File: config.mk
export PLATFORM = sky130hd
export DESIGN_NAME = leitor_nivel_caixa
export DESIGN_NICKNAME = d
export VERILOG_FILES = /design/src/rtl/pkg_irrigacao.sv /design/src/rtl/debounce_nivel.sv /design/src/rtl/leitor_nivel_caixa.sv
export SDC_FILE = /design/constraint.sdc
export NUM_CORES = 1
export LEC_CHECK = 0
export ABC_AREA = 1
export ABC_CLOCK_PERIOD_IN_PS = 2050
export CAP_MARGIN = 15
export CORE_MARGIN = 2
export CORE_UTILIZATION = 59
export CTS_CLUSTER_SIZE = 24
export DETAILED_ROUTE_END_ITERATION = 8
export PLACE_DENSITY_LB_ADDON = 0.08
export SLEW_MARGIN = 10
export SYNTH_ARGS = -nofsm -noshare
export SYNTH_HDL_FRONTEND = slang
export SYNTH_SLANG_ARGS = --single-unit
File: constraint.sdc
create_clock -name Clock -period 2.05 [get_ports Clock]
set_clock_uncertainty 0.05 [all_clocks]
set_input_delay 0.41 -clock Clock [delete_from_list [all_inputs] [get_ports Clock]]
set_output_delay 0.41 -clock Clock [all_outputs]
set_load 0.01 [all_outputs]
File: src/rtl/pkg_irrigacao.sv
// Shared definitions for the tank level reader: controller states and the
// only physically possible float-sensor patterns {High, Medium, Low}.
package pkg_irrigacao;

   typedef enum logic [1:0] {
      PARTIDA  = 2'd0,
      OCIOSO   = 2'd1,
      ENCHENDO = 2'd2,
      FALHA    = 2'd3
   } estado_t;

   localparam logic [2:0] NIVEL_VAZIO = 3'b000;
   localparam logic [2:0] NIVEL_BAIXO = 3'b001;
   localparam logic [2:0] NIVEL_MEDIO = 3'b011;
   localparam logic [2:0] NIVEL_CHEIO = 3'b111;

   function automatic logic nivel_impossivel(input logic [2:0] nivel);
      return !((nivel == NIVEL_VAZIO) || (nivel == NIVEL_BAIXO) ||
               (nivel == NIVEL_MEDIO) || (nivel == NIVEL_CHEIO));
   endfunction

endpackage

File: src/rtl/debounce_nivel.sv
// Debouncer for the synchronized {H,M,L} vector: tracks a candidate and flags a
// commit once it has stayed equal to the input for DEBOUNCE_CYCLES evaluations.
module debounce_nivel #(
   parameter int unsigned DEBOUNCE_CYCLES = 4
) (
   input  logic       clk,
   input  logic       rst,
   input  logic       en,
   input  logic [2:0] nivel_sync,
   output logic [2:0] candidato,
   output logic       commit
);
   import pkg_irrigacao::*;

   localparam logic [7:0] CNT_MAX = 8'(DEBOUNCE_CYCLES - 1);

   logic [2:0] cand_q, cand_d;
   logic [7:0] cnt_q, cnt_d;

   // Counter saturates at CNT_MAX, so a stable input keeps re-committing the same value.
   always_comb begin
      cand_d = cand_q;
      cnt_d  = cnt_q;
      commit = 1'b0;
      if (en) begin
         if (nivel_sync != cand_q) begin
            cand_d = nivel_sync;
            cnt_d  = '0;
         end else if (cnt_q == CNT_MAX) begin
            commit = 1'b1;
         end else begin
            cnt_d = cnt_q + 8'd1;
         end
      end
   end

   always_ff @(posedge clk) begin
      if (rst) begin
         cand_q <= '0;
         cnt_q  <= '0;
      end else begin
         cand_q <= cand_d;
         cnt_q  <= cnt_d;
      end
   end

   assign candidato = cand_q;

endmodule

File: src/rtl/leitor_nivel_caixa.sv
// Tank level reader: synchronizes and debounces three float sensors and drives
// the inlet valve with a fill timeout and latched fault handling.
module leitor_nivel_caixa #(
   parameter int unsigned DEBOUNCE_CYCLES = 4,
   parameter int unsigned FILL_TIMEOUT    = 64
) (
   input  logic Clock,
   input  logic Reset,
   input  logic SensorHigh,
   input  logic SensorMedium,
   input  logic SensorLow,
   output logic High,
   output logic Medium,
   output logic Low,
   output logic NivelValido,
   output logic Erro,
   output logic Alarme,
   output logic ValvulaEntrada,
   output logic Falha
);
   import pkg_irrigacao::*;

   localparam logic [15:0] TIMER_MAX = 16'(FILL_TIMEOUT - 1);

   logic [2:0]  sync1_q, sync1_d, sync2_q, sync2_d;
   logic [1:0]  sync_vld_q, sync_vld_d;
   logic [2:0]  nivel_q, nivel_d;
   logic        valido_q, valido_d;
   logic        erro_q, erro_d;
   logic        alarme_q, alarme_d;
   logic        valvula_q, valvula_d;
   logic        falha_q, falha_d;
   logic [15:0] timer_q, timer_d;
   estado_t     estado_q, estado_d;
   logic [2:0]  candidato;
   logic        commit;

   // Debouncer waits until the two-flop pipeline holds samples taken after reset.
   always_comb begin
      sync1_d    = {SensorHigh, SensorMedium, SensorLow};
      sync2_d    = sync1_q;
      sync_vld_d = {sync_vld_q[0], 1'b1};
   end

   debounce_nivel #(.DEBOUNCE_CYCLES(DEBOUNCE_CYCLES)) u_debounce (
      .clk        (Clock),
      .rst        (Reset),
      .en         (sync_vld_q[1]),
      .nivel_sync (sync2_q),
      .candidato  (candidato),
      .commit     (commit)
   );

   always_comb begin
      nivel_d  = nivel_q;
      valido_d = valido_q;
      erro_d   = erro_q;
      if (commit) begin
         nivel_d  = candidato;
         valido_d = 1'b1;
         erro_d   = nivel_impossivel(candidato);
      end

      estado_d = estado_q;
      timer_d  = timer_q;
      unique case (estado_q)
         PARTIDA: if (commit) estado_d = OCIOSO;
         OCIOSO: begin
            if (erro_q) begin
               estado_d = FALHA;
            end else if (!nivel_q[1]) begin
               estado_d = ENCHENDO;
               timer_d  = '0;
            end
         end
         ENCHENDO: begin
            if (erro_q)                  estado_d = FALHA;
            else if (nivel_q[2])         estado_d = OCIOSO;
            else if (timer_q == TIMER_MAX) estado_d = FALHA;
            else                         timer_d  = timer_q + 16'd1;
         end
         FALHA: estado_d = FALHA;
      endcase

      // A fresh Erro commit closes the valve on the same edge, before FALHA is reached.
      valvula_d = (estado_d == ENCHENDO) && !erro_d;
      falha_d   = (estado_d == FALHA);
      alarme_d  = erro_d | falha_d | (valido_d & ~nivel_d[0]);
   end

   always_ff @(posedge Clock) begin
      if (Reset) begin
         sync1_q    <= '0;
         sync2_q    <= '0;
         sync_vld_q <= '0;
         nivel_q    <= '0;
         valido_q   <= 1'b0;
         erro_q     <= 1'b0;
         alarme_q   <= 1'b0;
         valvula_q  <= 1'b0;
         falha_q    <= 1'b0;
         timer_q    <= '0;
         estado_q   <= PARTIDA;
      end else begin
         sync1_q    <= sync1_d;
         sync2_q    <= sync2_d;
         sync_vld_q <= sync_vld_d;
         nivel_q    <= nivel_d;
         valido_q   <= valido_d;
         erro_q     <= erro_d;
         alarme_q   <= alarme_d;
         valvula_q  <= valvula_d;
         falha_q    <= falha_d;
         timer_q    <= timer_d;
         estado_q   <= estado_d;
      end
   end

   assign {High, Medium, Low} = nivel_q;
   assign NivelValido         = valido_q;
   assign Erro                = erro_q;
   assign Alarme              = alarme_q;
   assign ValvulaEntrada      = valvula_q;
   assign Falha               = falha_q;

endmodule

==> flow_summary.toml, run 1 <==
[die]
fp.dieW_um = 67.46
coreArea_mm2 = 0.003943
ioPinCount = 13
row_count = 23
start_util = 0.6027
die_area_mm2 = 0.004551
die_h_um = 67.46

[timing]
setup_violations = 0
rsz0062_at_grt = "no"
setup-tns-final_ns = 0
post-route-period-util = 0.8794
min_period_ns = 1.803
timing.final.hold_violations = 0
slew_viol_final = 0
clock.fmax_mhz = 554.7
slew_headroom = 0.7607
worstMarginPinSlew_ns = 0.3590

[clocking]
clock_sinks = 45
clockBufferDepth = 2
cts_resized = 0
insertion_delay_ns = 0.30
postCtsSetupRepairBufs = 0
numCtsBuffers = 5
hold_buffers = 0
clk_pin_slew_worst_paths_ns = 0.08
cts_tree = "built"
htree_levels = 2
clock-root-buffer = "clkbuf_8"

[power]
netSwitchingFraction = 0.2531
power.total_mw = 1.763
p_seq_frac = 0.525
pwr-share-comb = 0.113
p_switching_uw = 446.2
clockPowerShare = 0.362
p_leak_nw = 0.9846
intPower_mw = 1.317
p_per_area_mw_per_mm2 = 670.6
irDropWorstVdd_mv = 0.5106

[grt]
grt_max_degree = 34
overflow = 0
grt_use_total = 0.2335
grt_pass1_vias = 1795
antenna_found_initial = 0
grt_pass1_wl_mm = 8.017

[worst_setup_path]
crit_fanout = 22
cp_data_required_time_ns = 2.18
path_buf_inv = 1
cp_num_cells = 8
crit_chain = "ha_1 -> nand3_2 -> nor2_2 -> nand3_2 -> nand3_4 -> inv_2 -> nand2_1 -> a21oi_1"
max_stage_delay_ns = 0.40
r2r_cells = 8
endpoint_kind = "flop"
start_kind = "flop"
r2r_setup_slack_ns = 0.25
cp_common_cell = "nand3_2"
arrival_ns = 1.93
crit_slowest_cell = "dfxtp_1"
crit_type = "flop to flop"
critPathTopFamily = "simple AND/OR/NAND/NOR gates"

[finish]
finalNonFillerCells = 436
fill_cells = 352
antenna_cells = 0
drive_gt1_frac = 0.06736
area_delta_synth_final_pct = 10.64
register_area_um2 = 900.9
multiInputGateArea_mm2 = 0.001246
finalNetCount = 393

[yosys]
yosysSeqAreaShare = 0.3791
ys_ff_latch = 45
netlist_area_mm2 = 0.002376
syn_nets = 380
syn_area_per_cell_um2 = 6.370
ys_warn_count = 0
synth_cells = 373
ys_types = 25

[drt]
wl_per_cell_um = 10.83
postRouteAntennaNets = 0
drc = 0
totalWireLength_mm = 4.722
drt_iter0_drc = 194
avgViaCountPerCell = 4.956
drt_pass1_iterations = 4
dr_total_vias = 2161

[worst_hold_path]
whs_path_depth = 2
hp-class = "flop to flop"

[run]
cap_violations = 0

[placement]
dp.cells = 429
gp_congestion = 0.9131
io_buffers = 12
dp.final_hpwl_mm = 3.383

[outcome]
status = "finished, final reports clean"
[Yosys cell counts]
| master | number | share of area |
|---|---|---|
| a21oi_1 | 28 | 0.059 |
| buf_6 | 3 | 0.014 |
| clkbuf_1 | 6 | 0.0095 |
| clkinv_1 | 1 | 0.0016 |
| dfxtp_1 | 45 | 0.38 |
| ha_1 | 2 | 0.011 |
| inv_1 | 41 | 0.065 |
| inv_2 | 4 | 0.0063 |
| nand2_1 | 116 | 0.18 |
| nand2_2 | 3 | 0.0079 |
| nand3_1 | 11 | 0.023 |
| nand3_2 | 3 | 0.013 |
| nand3_4 | 1 | 0.0074 |
| nand3b_1 | 1 | 0.0032 |
| nand4_1 | 7 | 0.018 |
| nor2_1 | 70 | 0.11 |
| nor2_2 | 4 | 0.011 |
| nor3_1 | 2 | 0.0042 |
| o211ai_1 | 1 | 0.0032 |
| o21ai_0 | 9 | 0.019 |
| o21bai_1 | 4 | 0.013 |
| o31ai_1 | 1 | 0.0032 |
| or2_2 | 1 | 0.0026 |
| xnor2_1 | 3 | 0.011 |
| xor2_1 | 6 | 0.022 |
[worst reg2reg max path, cell delays in order, from the launching register on]
cell and delay, ns:
dfxtp_1 0.40, ha_1 0.26, nand3_2 0.15, nor2_2 0.16, nand3_2 0.10, nand3_4 0.20, inv_2 0.18, nand2_1 0.12
a21oi_1 0.06
[state kept, by name, summed over array words and instances, names as in the netlist, 2 cells and up]
register and cells:
timer_q 16, u_debounce.cnt_q 8, nivel_q 3, sync1_q 3, sync2_q 3, u_debounce.candidato 3, estado_q 2, sync_vld_q 2
[stage by stage]
step	hold slack [ns]	setup slack [ns]	cell area (µm²)	utilization
after global routing	0.3692	0.004748	2629	0.6668
after detailed placement	0.3428	0.2468	2525	0.6404
after global placement	0.3391	0.2718	2525	0.6404
final	0.3531	0.2472	2629	0.6668
after floorplan	0.3383	0.5450	2376	-
after CTS	0.3539	0.2336	2629	0.6668
[kinds of logic (layout without fill, tap and decap cells)]
logic type / count (synthesis) / count (layout) / share of synthesized area
fa+ha+maj: 2 / 2 / 0.01053
buf+inv: 55 / 68 / 0.09636
compound gates: 43 / 43 / 0.09689
flops: 45 / 45 / 0.3791
simple gates: 219 / 219 / 0.3839
xor+xnor: 9 / 9 / 0.03318
[worst paths after layout]
kind	start	to
max reg2reg	timer_q[0]	timer_q[12]
min	sync_vld_q[0]	sync_vld_q[1]
max	timer_q[0]	timer_q[12]
min reg2reg	sync_vld_q[0]	sync_vld_q[1]
[cells in the final DEF (no fill, tap or decap), types with 2 or more instances in the layout]
cell type	count
buf_4	3
clkbuf_8	5
clkdlybuf4s50_1	12
nand2_2	3
xnor2_1	3
o21bai_1	4
nand3_1	11
inv_1	41
inv_2	4
dfxtp_1	45
o21ai_0	9
nand2_1	116
nor2_2	4
ha_1	2
nand4_1	7
nor2_1	70
a21oi_1	28
nand3_2	3
nor3_1	2
xor2_1	6
[cell type report]
cell class,instances,share of cell area
multi-input cells,273,0.4741
flip-flops and latches,45,0.3427
inverters,46,0.06568
repair buffers,15,0.05426
clock buffers,5,0.02618
well taps,50,0.02380
clock inverters,2,0.01333
[routing by layer]
layer | global-route usage | wire (µm) | up-vias
met5 | 0 | 0 | -
met2 | 0.3419 | 1957 | 46
li1 | - | - | 1173
met4 | 0.08418 | 70 | 0
met1 | 0.3347 | 2451 | 935
met3 | 0.05167 | 241 | 7
[power by group through the flow]
stage	logic, mW	clock network (mW)	registers, mW
2_1_floorplan	0.168	0	0.942
3_3_place_gp	0.199	0	0.944
3_5_place_dp	0.200	0	0.945
4_1_cts	0.201	0.658	0.925
5_1_grt	0.234	0.696	0.930
6_report	0.199	0.639	0.925
No activity file was read; power rests on OpenSTA's default activity.
==> run 2: changes to the inputs <==
==> constraint.sdc (replaced) <==
create_clock -name Clock -period 2.05 [get_ports Clock]
set_clock_uncertainty 0.05 [all_clocks]
set_input_delay 0.205 -clock Clock [delete_from_list [all_inputs] [get_ports Clock]]
set_output_delay 0.205 -clock Clock [all_outputs]
set_load 0.01 [all_outputs]
==> run 2 against run 1 <==
  * Via count up 2.7%
  * Setup slack got worse by 0.029 ns
  * Combinational power rose by 4%
  * Critical path depth unchanged
  * Hold slack better by 0.0022 ns
  * Cell count rose by 0.46%
  * Core utilization down 0.063 points
  * Clock power shrank 15%
  * Clock-buffer cell count rose by 2
  * Global-route usage up 0.29 points
  * Wire length rose by 3.7%
  * Largest cell class unchanged
  * Highest routed layer unchanged
==> flow_summary.toml, run 2 (synthesis results as in run 1) <==
[outcome]
status = "finished, final reports clean"

[die]
die_h_um = 67.46
ioPinCount = 13
row_count = 23
coreArea_mm2 = 0.003943
start_util = 0.6027
die_area_mm2 = 0.004551
fp.dieW_um = 67.46

[drt]
postRouteAntennaNets = 0
drt_pass1_iterations = 4
drt_iter0_drc = 120
totalWireLength_mm = 4.897
drc = 0
avgViaCountPerCell = 5.068
dr_total_vias = 2220
wl_per_cell_um = 11.18

[power]
power.total_mw = 1.679
p_seq_frac = 0.552
clockPowerShare = 0.325
p_leak_nw = 0.9837
netSwitchingFraction = 0.2635
p_per_area_mw_per_mm2 = 639.3
irDropWorstVdd_mv = 0.4967
intPower_mw = 1.237
p_switching_uw = 442.4
pwr-share-comb = 0.123

[finish]
most-common-layout-cells = "nand2_1 (116), nor2_1 (70), dfxtp_1 (45)"
multiInputGateArea_mm2 = 0.001246
antenna_cells = 0
drive_gt1_frac = 0.06959
final_common_cell = "nand2_1"
finalNonFillerCells = 438
finalNetCount = 395
reg_top3 = "timer_q: 16 flops, u_debounce.cnt_q: 8 flops"
largest_reg_flops = 16
fill_cells = 364
register_area_um2 = 900.9
area_delta_synth_final_pct = 10.53
fin_util = 0.6661
largest-register = "timer_q"

[clocking]
clock_sinks = 45
clk_pin_slew_worst_paths_ns = 0.08
clockBufferDepth = 2
insertion_delay_ns = 0.29
cts_resized = 0
numCtsBuffers = 5
hold_buffers = 0
htree_levels = 2
cts_tree = "built"
clock-root-buffer = "clkbuf_8"
postCtsSetupRepairBufs = 0

[worst_setup_path]
arrival_ns = 2.01
crit-reg2reg-launch = "timer_q[0]"
endpoint_kind = "flop"
start_kind = "flop"
crit_type = "flop to flop"
cp_data_required_time_ns = 2.23
startpoint = "timer_q[0]"
crit_fanout = 14

[placement]
gp_congestion = 0.9143
io_buffers = 12
dp.cells = 431
dp.final_hpwl_mm = 3.553

[timing]
holdWs_ns = 0.3554
slew_viol_final = 0
post-route-period-util = 0.8935
worstMarginPinSlew_ns = 0.3193
setup_violations = 0
clock.fmax_mhz = 546.0
slew_headroom = 0.7869
min_period_ns = 1.832
timing.final.hold_violations = 0
setup-tns-final_ns = 0
rsz0062_at_grt = "no"

[worst_hold_path]
hp-class = "flop to flop"
hold_path.startpoint = "sync1_q[1]"

[run]
cap_violations = 0

[grt]
antenna_found_initial = 0
grt_pass1_wl_mm = 8.107
overflow = 0
grt_pass1_vias = 1763
grt_use_total = 0.2364
grt_max_degree = 20
==> run 2: cell count changes in the layout (fill, tap and decap cells not counted) <==
cell	delta
buf_4	+2
bufinv_16	-1
clkbuf_1	+1
clkbuf_8	+1
clkinv_2	-1
==> run 2: through the flow <==
step / instance area [µm²] / worst slack (ns)
CTS: 2626 / 0.2207
finish: 2626 / 0.2184
global placement: 2540 / 0.3645
floorplan: 2376 / 0.5450
detailed placement: 2540 / 0.2621
global route: 2626 / 0.06926
==> run 2: final timing paths <==
kind,end,slack [ns],cells past startpoint
setup / recovery,timer_q[8],0.22,8
setup reg to reg,timer_q[8],0.22,8
hold / removal,sync2_q[1],0.36,2
hold reg to reg,sync2_q[1],0.36,2
==> run 2: power groups by stage <==
| stage | combinational [mW] | clock (mW) | sequential (mW) |
|---|---|---|---|
| after global placement | 0.203 | 0 | 0.946 |
| after detailed placement | 0.206 | 0 | 0.948 |
| after global routing | 0.234 | 0.602 | 0.934 |
| final | 0.206 | 0.546 | 0.928 |
| after CTS | 0.206 | 0.566 | 0.927 |
| after floorplan | 0.168 | 0 | 0.942 |
==> run 2: final cells by class <==
cell class | count | share of cell area
flip-flops and latches | 45 | 0.3430
repair buffers | 17 | 0.06003
well taps | 50 | 0.02382
multi-input cells | 273 | 0.4745
clock buffers | 7 | 0.03287
inverters | 46 | 0.06575
==> run 2: per-layer routing <==
metal  wire, µm  part of all wire  up-vias  global-route usage
met5          0                 0        -                   0
met4         55             0.011        0             0.07653
met3        250             0.051        5             0.05000
met2       2054              0.42       60              0.3480
met1       2536              0.52      970              0.3419
li1           -                 -     1185                   -
==> run 2: critical path, stage by stage, from the launching register on <==
cell and delay (ns):
dfxtp_1 0.40, ha_1 0.28, nand3_2 0.17, nor2_2 0.17, nand3_2 0.10, nand3_4 0.16
buf_4 0.20, nand2_1 0.06, a21oi_1 0.16
==> run 3: changes to the inputs <==
--- a/config.mk
+++ b/config.mk
@@ -13,6 +13,7 @@
 export CTS_CLUSTER_SIZE = 24
 export DETAILED_ROUTE_END_ITERATION = 8
 export PLACE_DENSITY_LB_ADDON = 0.08
+export SETUP_SLACK_MARGIN = 0.2
 export SLEW_MARGIN = 10
 export SYNTH_ARGS = -nofsm -noshare
 export SYNTH_HDL_FRONTEND = slang
==> run 3 against run 2 <==
  * Via count hardly changed
  * Wire length is 1.1% higher
  * Hold slack hardly changed
  * Setup slack better by 0.077 ns
  * Cell count is 0.23% higher
  * Fmax is 4.4% higher
  * Highest routed layer unchanged
  * Sequential cell count stayed put
  * Total power is 0.93% higher
  * Largest cell class unchanged
  * Die area stayed put
  * Combinational power is 3% higher
  * Non-clock buffer count is 1 higher
  * First-iteration DRC count is 49% higher
==> flow_summary.toml, run 3 (synthesis results as in run 1) <==
[outcome]
status = "finished, final reports clean"

[die]
start_util = 0.6027
coreArea_mm2 = 0.003943
row_count = 23
die_area_mm2 = 0.004551
die_h_um = 67.46
fp.dieW_um = 67.46
ioPinCount = 13

[timing]
setup_violations = 0
timing.final.hold_violations = 0
clock.fmax_mhz = 570.0
slew_viol_final = 0
rsz0062_at_grt = "yes"
setup_ws_ns = 0.2955
setup-tns-final_ns = 0
slew_headroom = 0.7492
min_period_ns = 1.754
worstMarginPinSlew_ns = 0.3757
post-route-period-util = 0.8558

[run]
cap_violations = 0

[finish]
final_cell_area_mm2 = 0.002655
finalNetCount = 396
reg_top3 = "timer_q: 16 flops, u_debounce.cnt_q: 8 flops"
area_delta_synth_final_pct = 11.74
register_area_um2 = 902.1
drive_gt1_frac = 0.07712
antenna_cells = 0
multiInputGateArea_mm2 = 0.001264
fill_cells = 361
final_common_cell = "nand2_1"
largest_reg_flops = 16
largest-register = "timer_q"
most-common-layout-cells = "nand2_1 (116), nor2_1 (70), dfxtp_1 (44)"

[placement]
dp.final_hpwl_mm = 3.553
placed_area_mm2 = 0.002540
io_buffers = 12
gp_congestion = 0.9143
dp_slack_ns = 0.2621

[clocking]
clock_sinks = 45
insertion_delay_ns = 0.30
cts_tree = "built"
clockBufferDepth = 2
clk_pin_slew_worst_paths_ns = 0.08
clock-root-buffer = "clkbuf_8"
hold_buffers = 0
numCtsBuffers = 5
htree_levels = 2

[drt]
postRouteAntennaNets = 0
dr_total_vias = 2221
totalWireLength_mm = 4.949
avgViaCountPerCell = 5.059
drt_iter0_drc = 179
drt_pass1_iterations = 5
wl_per_cell_um = 11.27
drc = 0

[worst_setup_path]
arrival_ns = 1.93
cp_data_required_time_ns = 2.23
crit_fanout = 14
start_kind = "flop"
crit_type = "flop to flop"
endpoint_kind = "flop"

[grt]
overflow = 0
grt_max_degree = 20
grt_use_total = 0.2364
antenna_found_initial = 0
grt_pass1_vias = 1763
grt_pass1_wl_mm = 8.107

[power]
p_leak_nw = 0.9861
irDropWorstVdd_mv = 0.4642
p_per_area_mw_per_mm2 = 638.2

[worst_hold_path]
hp-class = "flop to flop"
-- run 3: changes by cell type in the layout (fill, tap and decap cells not counted) --
cell	change
nand2_2	-1
nand2_4	+1
ha_1	-1
dfxtp_1	-1
dfxtp_2	+1
inv_4	+1
buf_4	+1
ha_4	+1
inv_2	-1
-- run 3: path summary, 6_finish.rpt --
path | to | depth (start not counted) | from | slack [ns]
max | timer_q[8] | 8 | timer_q[1] | 0.30
min | sync2_q[1] | 2 | sync1_q[1] | 0.36
max reg2reg | timer_q[8] | 8 | timer_q[1] | 0.30
min reg2reg | sync2_q[1] | 2 | sync1_q[1] | 0.36
-- run 3: layout make-up --
class | count | share of cell area
well taps | 50 | 0.02356
clock buffers | 7 | 0.03252
repair buffers | 18 | 0.06221
multi-input cells | 273 | 0.4760
flip-flops and latches | 45 | 0.3398
inverters | 46 | 0.06598
-- run 3: worst max-delay path: stages (launching register included) --
cell and delay [ns]:
dfxtp_1 0.43, ha_4 0.19, nand3_2 0.14, nor2_2 0.17
nand3_2 0.10, nand3_4 0.17, buf_4 0.21, nand2_1 0.06
a21oi_1 0.16
-- run 3: where the power goes --
group	switching (mW)	total, mW	internal [mW]
sequential	0.0298	0.933	0.903
combinational	0.141	0.212	0.0707
clock	0.283	0.550	0.268
-- run 3: repair_timing --
item,CTS,global route
endpoints found under the setup margin,0,17
buffers inserted,0,1
resized for setup,0,6
-- run 3: layer usage --
layer  routed length (µm)  vias to the layer above  track usage
met5                    0                        -            0
met2                 2072                       52       0.3480
li1                     -                     1184            -
met3                  235                        7      0.05000
met1                 2571                      978       0.3419
met4                   70                        0      0.07653
-- run 3: through the flow --
step	hold WS, ns	total power [mW]	util	cells
after floorplan	0.2620	1.110	-	373
after global placement	0.3383	1.150	0.6442	431
after detailed placement	0.3459	1.153	0.6442	431
after CTS	0.3574	1.700	0.6661	438
after global routing	0.3787	1.779	0.6734	439
final	0.3553	1.695	0.6734	439
